===== src/rtl/led_pattern_ctrl.sv =====
// led_pattern_ctrl -- N-channel LED pattern generator (off / flash / run / bounce) with step strobe.
// Rev 1.0
`default_nettype none

module led_pattern_ctrl #(
    parameter int LED_NUM  = 8,
    parameter int TICK_DIV = 50000
) (
    input  logic               clk,
    input  logic               rst,
    input  logic               enable,
    input  logic [1:0]         mode,
    input  logic               dir,
    input  logic [7:0]         period,
    output logic [LED_NUM-1:0] led_out,
    output logic               step_pulse
);

    localparam int PW = (TICK_DIV > 1) ? $clog2(TICK_DIV) : 1;
    localparam logic [PW-1:0] TICK_MAX = PW'(TICK_DIV - 1);

    typedef enum logic [1:0] {
        MODE_OFF    = 2'd0,
        MODE_FLASH  = 2'd1,
        MODE_RUN    = 2'd2,
        MODE_BOUNCE = 2'd3
    } mode_t;

    mode_t              mode_q, mode_q_d;
    logic [PW-1:0]      presc, presc_d;
    logic [7:0]         step_cnt, step_cnt_d;
    logic [LED_NUM-1:0] led_d;
    logic               pulse_d;
    logic               bounce_up, bounce_up_d;

    logic [7:0]         period_m1;
    logic               tick;
    logic               step_fire;

    // Period of 0 behaves as 1, so the step threshold (P-1) is 0 in both cases.
    assign period_m1 = (period == 8'd0) ? 8'd0 : (period - 8'd1);
    assign tick      = enable && (presc == TICK_MAX);
    assign step_fire = tick && (step_cnt >= period_m1);

    always_ff @(posedge clk or posedge rst) begin
        if (rst) begin
            mode_q     <= MODE_OFF;
            presc      <= '0;
            step_cnt   <= '0;
            led_out    <= '0;
            step_pulse <= 1'b0;
            bounce_up  <= 1'b1;
        end else begin
            mode_q     <= mode_q_d;
            presc      <= presc_d;
            step_cnt   <= step_cnt_d;
            led_out    <= led_d;
            step_pulse <= pulse_d;
            bounce_up  <= bounce_up_d;
        end
    end

    always_comb begin
        mode_q_d    = mode_q;
        presc_d     = presc;
        step_cnt_d  = step_cnt;
        led_d       = led_out;
        pulse_d     = 1'b0;
        bounce_up_d = bounce_up;

        if (mode != mode_q) begin
            // Restart wins over Enable and over any step landing on this edge.
            mode_q_d    = mode_t'(mode);
            presc_d     = '0;
            step_cnt_d  = '0;
            bounce_up_d = 1'b1;
            case (mode_t'(mode))
                MODE_OFF:    led_d = '0;
                MODE_FLASH:  led_d = '1;
                MODE_RUN:    led_d = dir ? (LED_NUM'(1) << (LED_NUM - 1)) : LED_NUM'(1);
                MODE_BOUNCE: led_d = LED_NUM'(1);
                default:     led_d = '0;
            endcase
        end else if (enable) begin
            presc_d = tick ? '0 : (presc + 1'b1);
            if (tick) begin
                step_cnt_d = step_fire ? 8'd0 : (step_cnt + 8'd1);
            end
            if (step_fire && (mode_q != MODE_OFF)) begin
                pulse_d = 1'b1;
                case (mode_q)
                    MODE_FLASH: led_d = ~led_out;
                    MODE_RUN: begin
                        if (dir) led_d = {led_out[0], led_out[LED_NUM-1:1]};
                        else     led_d = {led_out[LED_NUM-2:0], led_out[LED_NUM-1]};
                    end
                    MODE_BOUNCE: begin
                        // Turn around at either end so no end position is shown twice.
                        if (bounce_up && led_out[LED_NUM-1]) begin
                            bounce_up_d = 1'b0;
                            led_d       = led_out >> 1;
                        end else if (!bounce_up && led_out[0]) begin
                            bounce_up_d = 1'b1;
                            led_d       = led_out << 1;
                        end else if (bounce_up) begin
                            led_d = led_out << 1;
                        end else begin
                            led_d = led_out >> 1;
                        end
                    end
                    default: led_d = '0;
                endcase
            end
        end
    end

endmodule

`default_nettype wire


===== config.mk =====
export PLATFORM = sky130hd
export DESIGN_NAME = led_pattern_ctrl
export DESIGN_NICKNAME = d
export VERILOG_FILES = /design/src/rtl/led_pattern_ctrl.sv
export SDC_FILE = /design/constraint.sdc
export NUM_CORES = 1
export LEC_CHECK = 0
export ABC_AREA = 1
export BUFFER_PORTS_ARGS = -buffer_cell sky130_fd_sc_hd__buf_2
export CORE_UTILIZATION = 30
export DETAILED_ROUTE_END_ITERATION = 10
export PLACE_DENSITY_LB_ADDON = 0.15
export RECOVER_POWER = 50
export SLEW_MARGIN = 20
export SYNTH_ARGS = -nofsm -noshare
export SYNTH_HDL_FRONTEND = slang
export SYNTH_SLANG_ARGS = --single-unit
export TNS_END_PERCENT = 20

===== constraint.sdc =====
create_clock -name clk -period 2.7 [get_ports clk]
set_input_delay 0.54 -clock clk [delete_from_list [all_inputs] [get_ports clk]]
set_output_delay 0.54 -clock clk [all_outputs]
set_load 0.01 [all_outputs]

==> impl_metrics.py <==
metrics = {
    "synthesis": {
        "syn_inst": 413,
        "synth_edf_count": 0,
        "async_flop_share_pct": 100,
        "ys_seq_elements": 36,
        "postSynthAreaPerCell_um2": 6.67,
        "ys_types": 31,
        "synthTopCellsByArea": "dfrtp_1, nand2_1, inv_1",
        "synth_warnings": 0,
        "synth_top_area_share_pct": 31.8,
        "netlist_area_mm2": 0.00275,
        "yosys.area.top_type": "dfrtp_1",
        "ys_seq_area_share_pct": 32.8,
        "syn-num-nets": 438,
        "synth_ff_type": "dfrtp_1",
    },
    "placement": {
        "hpwl_um": 4860,
        "port-buffer-count": 22,
        "dp_slack_ns": -0.130,
        "place_inst": 542,
        "gp_routability_congestion": 0.824,
    },
    "pwr": {
        "seq_power_share_pct": 47.5,
        "clkPwrFrac_pct": 30.8,
        "p_sw_share_pct": 32.9,
        "intPower_w": 0.000832,
        "p_comb_share_pct": 21.7,
        "irDropWorstVdd_v": 0.000183,
        "p_per_area_mw_per_mm2": 400,
        "p_sw_w": 0.000407,
        "p_leak_nw": 1.54,
    },
    "floorplanning": {
        "core_area_mm2": 0.00881,
        "pin_count": 23,
        "fp-row-count": 34,
        "start_util_pct": 31.3,
        "die_area_mm2": 0.00957,
        "die-height_um": 97.8,
        "die_w_um": 97.8,
    },
    "critical_path": {
        "worstPathMaxFanout": 4,
        "required_ns": 2.86,
        "critPathCaptureType": "flop",
        "cp_common_cell": "nand2_1",
        "timing.critical_path.from": "period[0]",
        "crit_end": "led_out[4]$_DFFE_PP0P_",
        "slowest_delay_ns": 0.29,
        "rr_endpoint": "step_cnt[7]$_DFFE_PP0P_",
        "cp_slowest_cell": "or2_2",
        "timing.rr.start": "presc[0]$_DFFE_PP0P_",
        "cp.arrival_ns": 2.58,
        "ff2ff_path_depth": 11,
        "critPathKind": "in2reg",
        "cp-start-kind": "input pin",
        "worstPathCellList": "buf_2 -> inv_1 -> ha_1 -> nand2_1 -> inv_1 -> nand2_1 -> nor3_2 -> buf_4 -> or2_2 -> ha_4 -> nand2_1 -> nand2_1 -> nand2_1 -> nand2_1 -> nand2_1 -> nand3_2 -> nand3_4 -> buf_4 -> nand3_1 -> nand3_1",
        "ff2ff_setup_slack_ns": 0.94,
    },
    "layout": {
        "utilization_pct": 35.2,
        "diodes": 0,
        "final.fill_count": 932,
        "final_cells": 550,
        "areaGrowthSynthToFinish_pct": 12.5,
        "most-common-layout-cells": "nand2_1, inv_1, nor2_1",
        "drive_above_1_share_pct": 14.5,
        "final_common_cell": "nand2_1",
        "layout.nets": 466,
    },
    "drt": {
        "routed-via-count": 2580,
        "via_per_inst": 4.69,
        "dr.pass1.iters": 8,
        "drc": 4,
        "drtAntennaViolNets": 0,
        "drtIter0Drc": 93,
        "wl_um": 6440,
        "post_drt_wl_per_cell_um": 11.7,
    },
    "global_routing": {
        "grt_pass1_vias": 2477,
        "grt_pass1_wl_um": 11600,
        "grt_max_degree": 37,
        "track_usage_pct": 14.9,
        "antenna_found_initial": 0,
        "gr-total-overflow": 0,
    },
    "cts": {
        "cts_tree": "done",
        "cts_made_buffers": 5,
        "root_buffer": "clkbuf_8",
        "htree_num_levels": 2,
        "ctsLongestPathBuffers": 2,
        "clock_sinks": 36,
        "cts_hold_buf": 0,
        "path_clk_slew_ns": 0.07,
        "post_cts.repair.setup_buffers": 0,
        "cts-resized-gates": 0,
        "clock_latency_ns": 0.29,
    },
    "timing": {
        "fin_worst_skew_ns": 0.00432,
        "finalCriticalPeriod_ns": 2.42,
        "finalSetupViolations": 0,
        "rsz0062_at_grt": "false",
        "worst_pin_slew_ns": 0.931,
        "hold_viol_final": 0,
        "fin_crit_sh_pct": 89.5,
        "worst_slack_ns": 0.283,
        "drv_slew": 0,
        "max_freq_ghz": 0.414,
        "maxSlewHeadroom_pct": 37.9,
    },
    "run_status": {
        "status": "finished, violations left",
        "violations": "DRC",
    },
    "hold_path": {
        "hold_path_class": "in2reg",
        "min_delay_path_depth": 1,
    },
    "job": {
        "drv_cap": 0,
    },
}
==> sequential cells by signal, indices dropped and copies added (netlist names) <==
signal and cells:
mode_q 2, step_pulse 1, step_cnt 8, led_out 8
presc 16, bounce_up 1
==> routing by layer <==
metal  vias to the layer above  wire (um)  GRT usage (%)
li1                       1382          -              -
met1                      1140       3180           20.3
met2                        50       2920           24.4
met3                         8        246           2.22
met4                         0         90           4.78
met5                         -          0              0
==> through the flow <==
| stage | TNS, ns | hold WS (ns) | area, um2 | total power [W] |
|---|---|---|---|---|
| detailed placement | -1.66 | 0.499 | 3000 | 0.000869 |
| global placement | -1.06 | 0.491 | 3000 | 0.000871 |
| floorplan | 0 | 0.463 | 2750 | 0.000787 |
| global route | 0 | 0.472 | 3100 | 0.00132 |
| CTS | 0 | 0.361 | 3080 | 0.00126 |
| finish | 0 | 0.445 | 3100 | 0.00124 |
==> cell usage after synthesis (3+ instances only) <==
library cell  number
inv_1             52
a21oi_1           22
nand3_1           36
ha_1              11
nand2_1          113
xnor2_1            3
o21ai_2            3
nor3_1             7
o21ai_0           22
nand2_2            3
or2_2              5
nand3_2            3
nor2_1            47
inv_2              6
dfrtp_1           35
clkbuf_1           3
o21ai_1           12
buf_2              3
nand4_1           10
==> worst max-delay path: cells and delay by family <==
| kind | cells | cell delay (ns) |
|---|---|---|
| fa+ha+maj | 2 | 0.48 |
| buf+inv | 5 | 0.46 |
| simple gates | 13 | 1.11 |
==> power groups by stage <==
stage,clock [W],combinational [W],sequential (W)
floorplan,0,0.000187,0.000599
global placement,0,0.000271,0.000600
detailed placement,0,0.000270,0.000599
CTS,0.000395,0.000271,0.000589
global route,0.000418,0.000311,0.000592
finish,0.000382,0.000269,0.000589
==> logic make-up after synthesis <==
logic type,count (synthesis),synth area share [%]
xor+xnor,5,1.59
flops,36,32.8
fa+ha+maj,11,5.00
simple gates,232,38.7
buf+inv,66,9.86
compound gates,63,12.1
==> cell type report <==
class | instances | area (um2) | area share, %
clock buffers | 7 | 76.3 | 2.46
flip-flops and latches | 36 | 902 | 29.1
clock inverters | 1 | 5.00 | 0.161
repair buffers | 29 | 155 | 5.01
well taps | 108 | 135 | 4.36
multi-input cells | 311 | 1610 | 51.9
inverters | 58 | 218 | 7.02
==> worst min-delay path by stage <==
| stage | from | to | slack, ns |
|---|---|---|---|
| floorplan | presc[3]$_DFFE_PP0P_ | presc[3]$_DFFE_PP0P_ | 0.46 |
| global placement | presc[3]$_DFFE_PP0P_ | presc[3]$_DFFE_PP0P_ | 0.49 |
| detailed placement | presc[1]$_DFFE_PP0P_ | presc[1]$_DFFE_PP0P_ | 0.50 |
| CTS | rst | presc[15]$_DFFE_PP0P_ | 0.36 |
| global route | mode[0] | mode_q[0]$_DFFE_PP0N_ | 0.47 |
| finish | mode[0] | mode_q[0]$_DFFE_PP0N_ | 0.44 |
Power figures use the tool's default switching activity.
